===== src/rtl/imem_loader.sv =====
// imem_loader: boot-time writer for the instruction memory.
// Receives a framed byte stream (length, 4*N little-endian data bytes, XOR
// checksum), writes one 32-bit word per cycle into the instruction memory and
// releases the core from reset only after a load with a matching checksum.
module imem_loader #(
    parameter int unsigned ADDR_W = 6
) (
    input  logic              clk,
    input  logic              rst,
    input  logic              start,
    input  logic              in_valid,
    input  logic [7:0]        in_data,
    output logic              in_ready,
    output logic              wr_en,
    output logic [ADDR_W-1:0] wr_addr,
    output logic [31:0]       wr_data,
    output logic              core_hold,
    output logic              busy,
    output logic              done,
    output logic              err
);

    localparam logic [ADDR_W-1:0] IDX_ONE = ADDR_W'(1);

    typedef enum logic [2:0] {
        S_IDLE,
        S_LEN,
        S_DATA,
        S_WRITE,
        S_CSUM,
        S_DONE,
        S_ERR
    } state_t;

    state_t              state_q, state_d;
    logic [ADDR_W-1:0]   len_q, len_d;
    logic [ADDR_W-1:0]   widx_q, widx_d;
    logic [1:0]          cnt_q, cnt_d;
    logic [7:0]          csum_q, csum_d;
    logic [31:0]         word_q, word_d;
    logic [ADDR_W-1:0]   wr_addr_q, wr_addr_d;
    logic [31:0]         wr_data_q, wr_data_d;
    logic                xfer;
    logic [31:0]         word_next;

    assign wr_addr = wr_addr_q;
    assign wr_data = wr_data_q;

    // State and datapath registers; async active-low reset clears everything.
    always_ff @(posedge clk or negedge rst) begin
        if (!rst) begin
            state_q   <= S_IDLE;
            len_q     <= '0;
            widx_q    <= '0;
            cnt_q     <= '0;
            csum_q    <= '0;
            word_q    <= '0;
            wr_addr_q <= '0;
            wr_data_q <= '0;
        end else begin
            state_q   <= state_d;
            len_q     <= len_d;
            widx_q    <= widx_d;
            cnt_q     <= cnt_d;
            csum_q    <= csum_d;
            word_q    <= word_d;
            wr_addr_q <= wr_addr_d;
            wr_data_q <= wr_data_d;
        end
    end

    // Next-state and output decode for the load sequence.
    always_comb begin
        state_d   = state_q;
        len_d     = len_q;
        widx_d    = widx_q;
        cnt_d     = cnt_q;
        csum_d    = csum_q;
        word_d    = word_q;
        wr_addr_d = wr_addr_q;
        wr_data_d = wr_data_q;
        in_ready  = 1'b0;
        wr_en     = 1'b0;
        core_hold = 1'b1;
        busy      = 1'b0;
        done      = 1'b0;
        err       = 1'b0;
        xfer      = 1'b0;
        word_next = {in_data, word_q[31:8]};

        case (state_q)
            S_IDLE: begin
                if (start) begin
                    state_d = S_LEN;
                    widx_d  = '0;
                    csum_d  = '0;
                    cnt_d   = '0;
                end
            end
            S_LEN: begin
                in_ready = 1'b1;
                busy     = 1'b1;
                xfer     = in_valid;
                if (xfer) begin
                    len_d   = in_data[ADDR_W-1:0];
                    state_d = S_DATA;
                end
            end
            S_DATA: begin
                in_ready = 1'b1;
                busy     = 1'b1;
                xfer     = in_valid;
                if (xfer) begin
                    word_d = word_next;
                    csum_d = csum_q ^ in_data;
                    cnt_d  = cnt_q + 2'd1;
                    if (cnt_q == 2'd3) begin
                        wr_addr_d = widx_q;
                        wr_data_d = word_next;
                        state_d   = S_WRITE;
                    end
                end
            end
            S_WRITE: begin
                busy  = 1'b1;
                wr_en = 1'b1;
                // len_q - 1 wraps to all-ones for N=0, giving the full-depth load.
                if (widx_q == (len_q - IDX_ONE)) begin
                    state_d = S_CSUM;
                end else begin
                    widx_d  = widx_q + IDX_ONE;
                    state_d = S_DATA;
                end
            end
            S_CSUM: begin
                in_ready = 1'b1;
                busy     = 1'b1;
                xfer     = in_valid;
                if (xfer) begin
                    state_d = (in_data == csum_q) ? S_DONE : S_ERR;
                end
            end
            S_DONE: begin
                done      = 1'b1;
                core_hold = 1'b0;
                if (start) begin
                    state_d = S_LEN;
                    widx_d  = '0;
                    csum_d  = '0;
                    cnt_d   = '0;
                end
            end
            S_ERR: begin
                err = 1'b1;
                if (start) begin
                    state_d = S_LEN;
                    widx_d  = '0;
                    csum_d  = '0;
                    cnt_d   = '0;
                end
            end
            default: begin
                state_d = S_IDLE;
            end
        endcase
    end

endmodule


===== config.mk =====
export PLATFORM = sky130hd
export DESIGN_NAME = imem_loader
export DESIGN_NICKNAME = d
export VERILOG_FILES = /design/src/rtl/imem_loader.sv
export SDC_FILE = /design/constraint.sdc
export NUM_CORES = 1
export LEC_CHECK = 0
export ABC_AREA = 1
export BUFFER_PORTS_ARGS = -buffer_cell sky130_fd_sc_hd__buf_4
export CAP_MARGIN = 20
export CORE_UTILIZATION = 58
export DETAILED_ROUTE_END_ITERATION = 8
export GPL_TIMING_DRIVEN = 1
export PLACE_DENSITY = 0.81
export SYNTH_ARGS = -nofsm -noshare
export SYNTH_HDL_FRONTEND = slang
export SYNTH_SLANG_ARGS = --single-unit
export TNS_END_PERCENT = 100

===== constraint.sdc =====
create_clock -name clk -period 3.39 [get_ports clk]
set_clock_uncertainty 0.2 [all_clocks]
set_input_delay 0.339 -clock clk [delete_from_list [all_inputs] [get_ports clk]]
set_output_delay 0.339 -clock clk [all_outputs]
set_load 0.01 [all_outputs]

### Yosys cells after proc, flatten, opt, wreduce, memory -nomap -nowiden

Cells that the tools add are included.

| storage, ports and cells | value |
|---|---|
| bits in registers | 95 |

| operators by class | value |
|---|---|
| $add $sub $neg | 3 |
| equality and inequality tests | 15 |
| muxes and demuxes | 23 |
| bitwise logic cells | 1 |
| reductions and logical operators | 12 |

Operators by type and width:

| operator | count |
|---|---|
| 2-to-1 mux 3 bit | 6 |
| 2-to-1 mux 8 bit | 2 |
| one-hot mux 8 bit (2 select lines) | 1 |
| one-hot mux 3 bit (5 select lines) | 1 |
| 2-to-1 mux 6 bit | 2 |
| one-hot mux 6 bit (2 select lines) | 1 |
| inequality test 2 bit (second input constant) | 5 |
| == test 3 bit (second input constant) | 3 |
| AND reduction 3 bit | 3 |
| == test 8 bit | 1 |
| bitwise XOR 8 bit | 1 |
| adder 6 x 1 -> 6 bit (second input constant) | 1 |
| == test 3 x 2 -> 1 bit (second input constant) | 2 |
| == test 6 bit | 1 |
| 2-to-1 mux 1 bit | 6 |
| 2-to-1 mux 2 bit | 3 |
| OR reduction 3 bit | 2 |
| subtractor 6 x 1 -> 6 bit (second input constant) | 1 |
| AND reduction 5 bit | 1 |
| one-hot mux 2 bit (2 select lines) | 1 |
| AND reduction 2 bit | 2 |
| nonzero test 2 bit | 2 |
| OR reduction 4 bit | 1 |
| == test 3 x 1 -> 1 bit (second input constant) | 1 |
| 4 further kinds | 4 |

### Logic depth before layout (Yosys ltp)

| logic depth | value |
|---|---|
| depth in word-level cells | 4 |
| depth in mapped cells | 13 |
| mapped depth without buffers | 13 |

### Least setup slack after synthesis

No wires, ideal clock.

| path | value |
|---|---|
| kind | flip-flop to flip-flop |
| start point | reg len_q[0] |
| end point | reg widx_q[3] |
| data arrival time | 1.549 ns |
| setup slack | 1.575 ns |
| cell stages (with the launch flop) | 12 |
| path buffers | 0 |
| path through | dfrtp_1 > inv_1 > ha_1 > nand2_1 > nand2_1 > nor2_1 > nand3_1 > nor2_1 > nand4_1 > nand3_2 > nand2_1 > nand2_1 |

| on the way | value |
|---|---|
| word-level cells in the longest chain between the ends | 4 |

RTL lines:

| what | line | RTL |
|---|---|---|
| start: declaration | 36 | `logic [ADDR_W-1:0] len_q, len_d;` |
| start signal: assignment | 62 | `len_q <= len_d;` |
| subtractor 6 x 1 -> 6 bit | 128 | `if (widx_q == (len_q - IDX_ONE)) begin` |
| == test 6 bit | 128 |  |
| inequality test 2 bit (no line) | - |  |
| AND reduction 3 bit (no line) | - |  |
| end signal: assignment | 63 | `widx_q <= widx_d;` |
| end: declaration | 37 | `logic [ADDR_W-1:0] widx_q, widx_d;` |

No other way between the ends.
A chain may end at the register's enable or synchronous reset.

### Worst setup path after layout

| path | value |
|---|---|
| start point | reg state_q[0] |
| end point | reg wr_data_q[0], in the netlist wr_data[0] |

| on the way | value |
|---|---|
| word-level cells in the longest chain between the ends | 2 |

RTL lines:

| what | line | RTL |
|---|---|---|
| start: declaration | 35 | `state_t state_q, state_d;` |
| start signal: assignment | 61 | `state_q <= state_d;` |
| == test 3 x 2 -> 1 bit | 91 | `case (state_q)` |
| AND reduction 3 bit (no line) | - |  |
| end signal: assignment | 68 | `wr_data_q <= wr_data_d;` |
| end: declaration | 42 | `logic [31:0] wr_data_q, wr_data_d;` |

No other way between the ends.

==> summary.md <==
| Metric | Value |
|---|---|
| Io pins | `56` |
| Period minus WS final | `2.41 ns` |
| TritonCTS Sinks | `87` |
| Main area contributors after synthesis | `dfrtp_1, nand2_1, o21ai_0` |
| Cells on worst reg2reg path | `6` |
| Fmax | `0.415 GHz` |
| Die W | `84.0 um` |
| Vias in the first global route | `2833` |
| Synth Area per Inst | `9.20 um2` |
| Reg-to-reg startpoint | `state_q[0]` |
| Pin count of the biggest net entering global routing | `88` |
| Worst path slowest cell | `nor2_4` |
| Post-synth cell types | `28` |
| Post-synthesis simple-gate area fraction | `19.2%` |
| CP endpoint kind | `flop` |
| Antenna violations before repair | `0` |
| Main flop type after synthesis | `dfrtp_1` |
| Period utilization | `71.0%` |
| 1st-iter DRT viols | `140` |
| Seq/Total Area, Yosys | `55.8%` |
| Rows | `29` |
| Clock Path Buffers | `2` |
| Worst Hold Launch | `in_data[6]` |
| Worst path buffer plus inverter count | `1` |
| Final HPWL DP | `5470 um` |
| Synth Instances | `424` |
| Max_slew headroom | `57.3%` |
| Pwr per Cell Area | `882 nW/um2` |
| Post-synthesis cell area | `3900 um2` |
| Critical path class | `flop to flop` |
| Min-Delay Path Class | `input port to flop` |
| Clock Latency Late Sink | `0.34 ns` |
| Mux share of post-synthesis cell area | `2.89%` |
| Die height | `84.0 um` |
| Most frequent cells in the layout | `nand2_1, dfrtp_1, buf_4` |
| Core Box Area | `6420 um2` |
| Largest stage delay, worst path | `0.51 ns` |
| Vias per cell | `5.33` |
| Detail Route Antenna Nets | `0` |
| Fillers | `512` |
| CP delay by family, top | `simple AND/OR/NAND/NOR gates` |
| Yosys top cell by area | `dfrtp_1` |
| Vias | `2983` |
| Worst EP required | `3.41 ns` |
| Largest family of logic cells by synthesized area | `simple AND/OR/NAND/NOR gates` |
| First-pass GRT wire length | `13700 um` |
| CP cell instances | `nor2_4 > nand2_2 > nor2_4 > nand2_2 > buf_4 > mux2_1` |
| Worst Hold Depth | `2` |
| Synthesis-stage register bit count | `87` |
| RSZ-0062 raised after global routing | `false` |
| Post-synthesis compound-gate area fraction | `11.1%` |
| Clock transition at path regs | `0.08 ns` |
| DRC errors left | `7` |
| CTS buffer count | `9` |
| Measured slew at the worst slew-check pin | `0.639 ns` |
| Drt pass-1 iters | `9` |
| Status | `finished, violations left` |
| Post-synthesis adder-cell area fraction | `0.962%` |
| Die ar. | `7060 um2` |
| Peak VDD IR | `0.458 mV` |
| Post-synth top area share | `55.8%` |
| Total negative slack | `0 ns` |
| Depth of the CTS H-tree | `3` |
| GRT overflow | `0` |
| Arrival time at the worst endpoint | `2.43 ns` |
| Syn_nets | `439` |
| Post-synth EDFFs | `0` |
| Post-Synth XOR/XNOR Area | `2.92%` |
| Final GP Congestion | `0.803` |
| Max-Cap Viols | `0` |
| Final setup violation count | `0` |
| Post-synth ARST share | `100%` |
| Most common cell after layout, fill and taps aside | `nand2_1` |
| # port buffers | `55` |
| CTS tree | `built` |
| YS warnings | `0` |
| Area grow syn2layout | `18.2%` |
| Layout cell share with drive strength beyond 1 | `21.9%` |
| Stages on the worst setup path | `6` |
| Failing checks | `design-rule violations` |
| Wire length per cell | `14.1 um` |
| WL final | `7880 um` |
| Initial Utilization | `60.8%` |
| Register area | `2180 um2` |
| Gr usage total | `24.9%` |
| ANT cells | `0` |
| Final Hold Viols | `0` |
| Multi-input gate area | `1450 um2` |
| Crit path from | `state_q[0]` |
| Leak | `0.00237 uW` |
| CP max FO | `41` |
| Root buf cell | `clkbuf_8` |
| Postcts setup bufs | `0` |
| Post-DP Area | `4340 um2` |
| # nets final | `494` |
| Max Slew Vio Count | `0` |
| Startpoint types | `flop` |
| Final instance area | `4610 um2` |
-- synthesized netlist by cell type (6+ instances only) --
library cell,number
mux2_1,10
nand2_1,120
nand2_2,11
buf_2,7
dfrtp_1,87
inv_1,46
o21ai_1,28
xnor2_1,10
nand3_1,11
o21ai_2,10
o21ai_0,35
nor2_1,14
nand4_1,6
-- layer usage --
| metal | routed length, um | vias up | GRT usage [%] |
|---|---|---|---|
| li1 | - | 1455 | - |
| met5 | 0 | - | 0 |
| met4 | 94 | 0 | 10.3 |
| met1 | 3670 | 1450 | 36.0 |
| met2 | 3780 | 69 | 38.1 |
| met3 | 338 | 9 | 3.66 |
-- cell type report --
cell class | count | area share (%)
clock buffer | 10 | 2.77
clock inverter | 5 | 2.33
inverter | 50 | 4.07
multi-input combinational | 272 | 31.5
sequential | 87 | 47.2
tap | 77 | 2.09
timing repair buffer | 59 | 10.1
-- metrics by stage --
| stage | utilization, % | hold WS, ns | total power [uW] | worst slack (ns) | std cells |
|---|---|---|---|---|---|
| final | 71.8 | 0.0398 | 4070 | 0.982 | 560 |
| after global routing | 71.8 | 0.0393 | 4380 | 0.809 | 560 |
| after CTS | 71.2 | 0.0147 | 4090 | 1.00 | 558 |
| after detailed placement | 67.6 | 0.273 | 3240 | 1.03 | 543 |
| after global placement | 67.6 | 0.259 | 3150 | 1.11 | 543 |
| after floorplan | - | -0.157 | 2750 | 1.57 | 424 |
-- sequential cells by signal, indices dropped and copies added, names as in the netlist --
name and count:
csum_q 8, widx_q 6, word_q 24, len_q 6, wr_data 32, wr_addr 6, cnt_q 2, state_q 3
-- worst paths after layout --
check	end	slack, ns
worst max-delay path	wr_data[0]	0.98
worst min-delay path	wr_data[30]	0.04
worst max register to register	wr_data[0]	0.98
worst min register to register	word_q[10]	0.29
max in group asynchronous	len_q[2]	2.11
min in group asynchronous	wr_data[4]	0.27
-- power breakdown --
| part | switching (uW) | internal [uW] | total, uW |
|---|---|---|---|
| clock network | 346 | 488 | 834 |
| registers | 256 | 1410 | 1660 |
| logic | 938 | 632 | 1570 |
-- cells by family (layout without fill, tap and decap cells) --
| logic type | Yosys count | count (layout) |
|---|---|---|
| DFF | 87 | 87 |
| xor gates and xnor gates | 13 | 13 |
| muxes | 10 | 10 |
| AOI/OAI and AO/OA | 75 | 75 |
| buffers and inverters | 65 | 124 |
| and+or+nand+nor | 171 | 171 |
| adders and majority gates | 3 | 3 |
-- repair_timing --
item,4_1_cts,5_1_grt
hold endpoints to repair,0,32
hold buffers,0,1
resized for setup,0,0
Note: power is estimated with default switching activity, not from simulation.
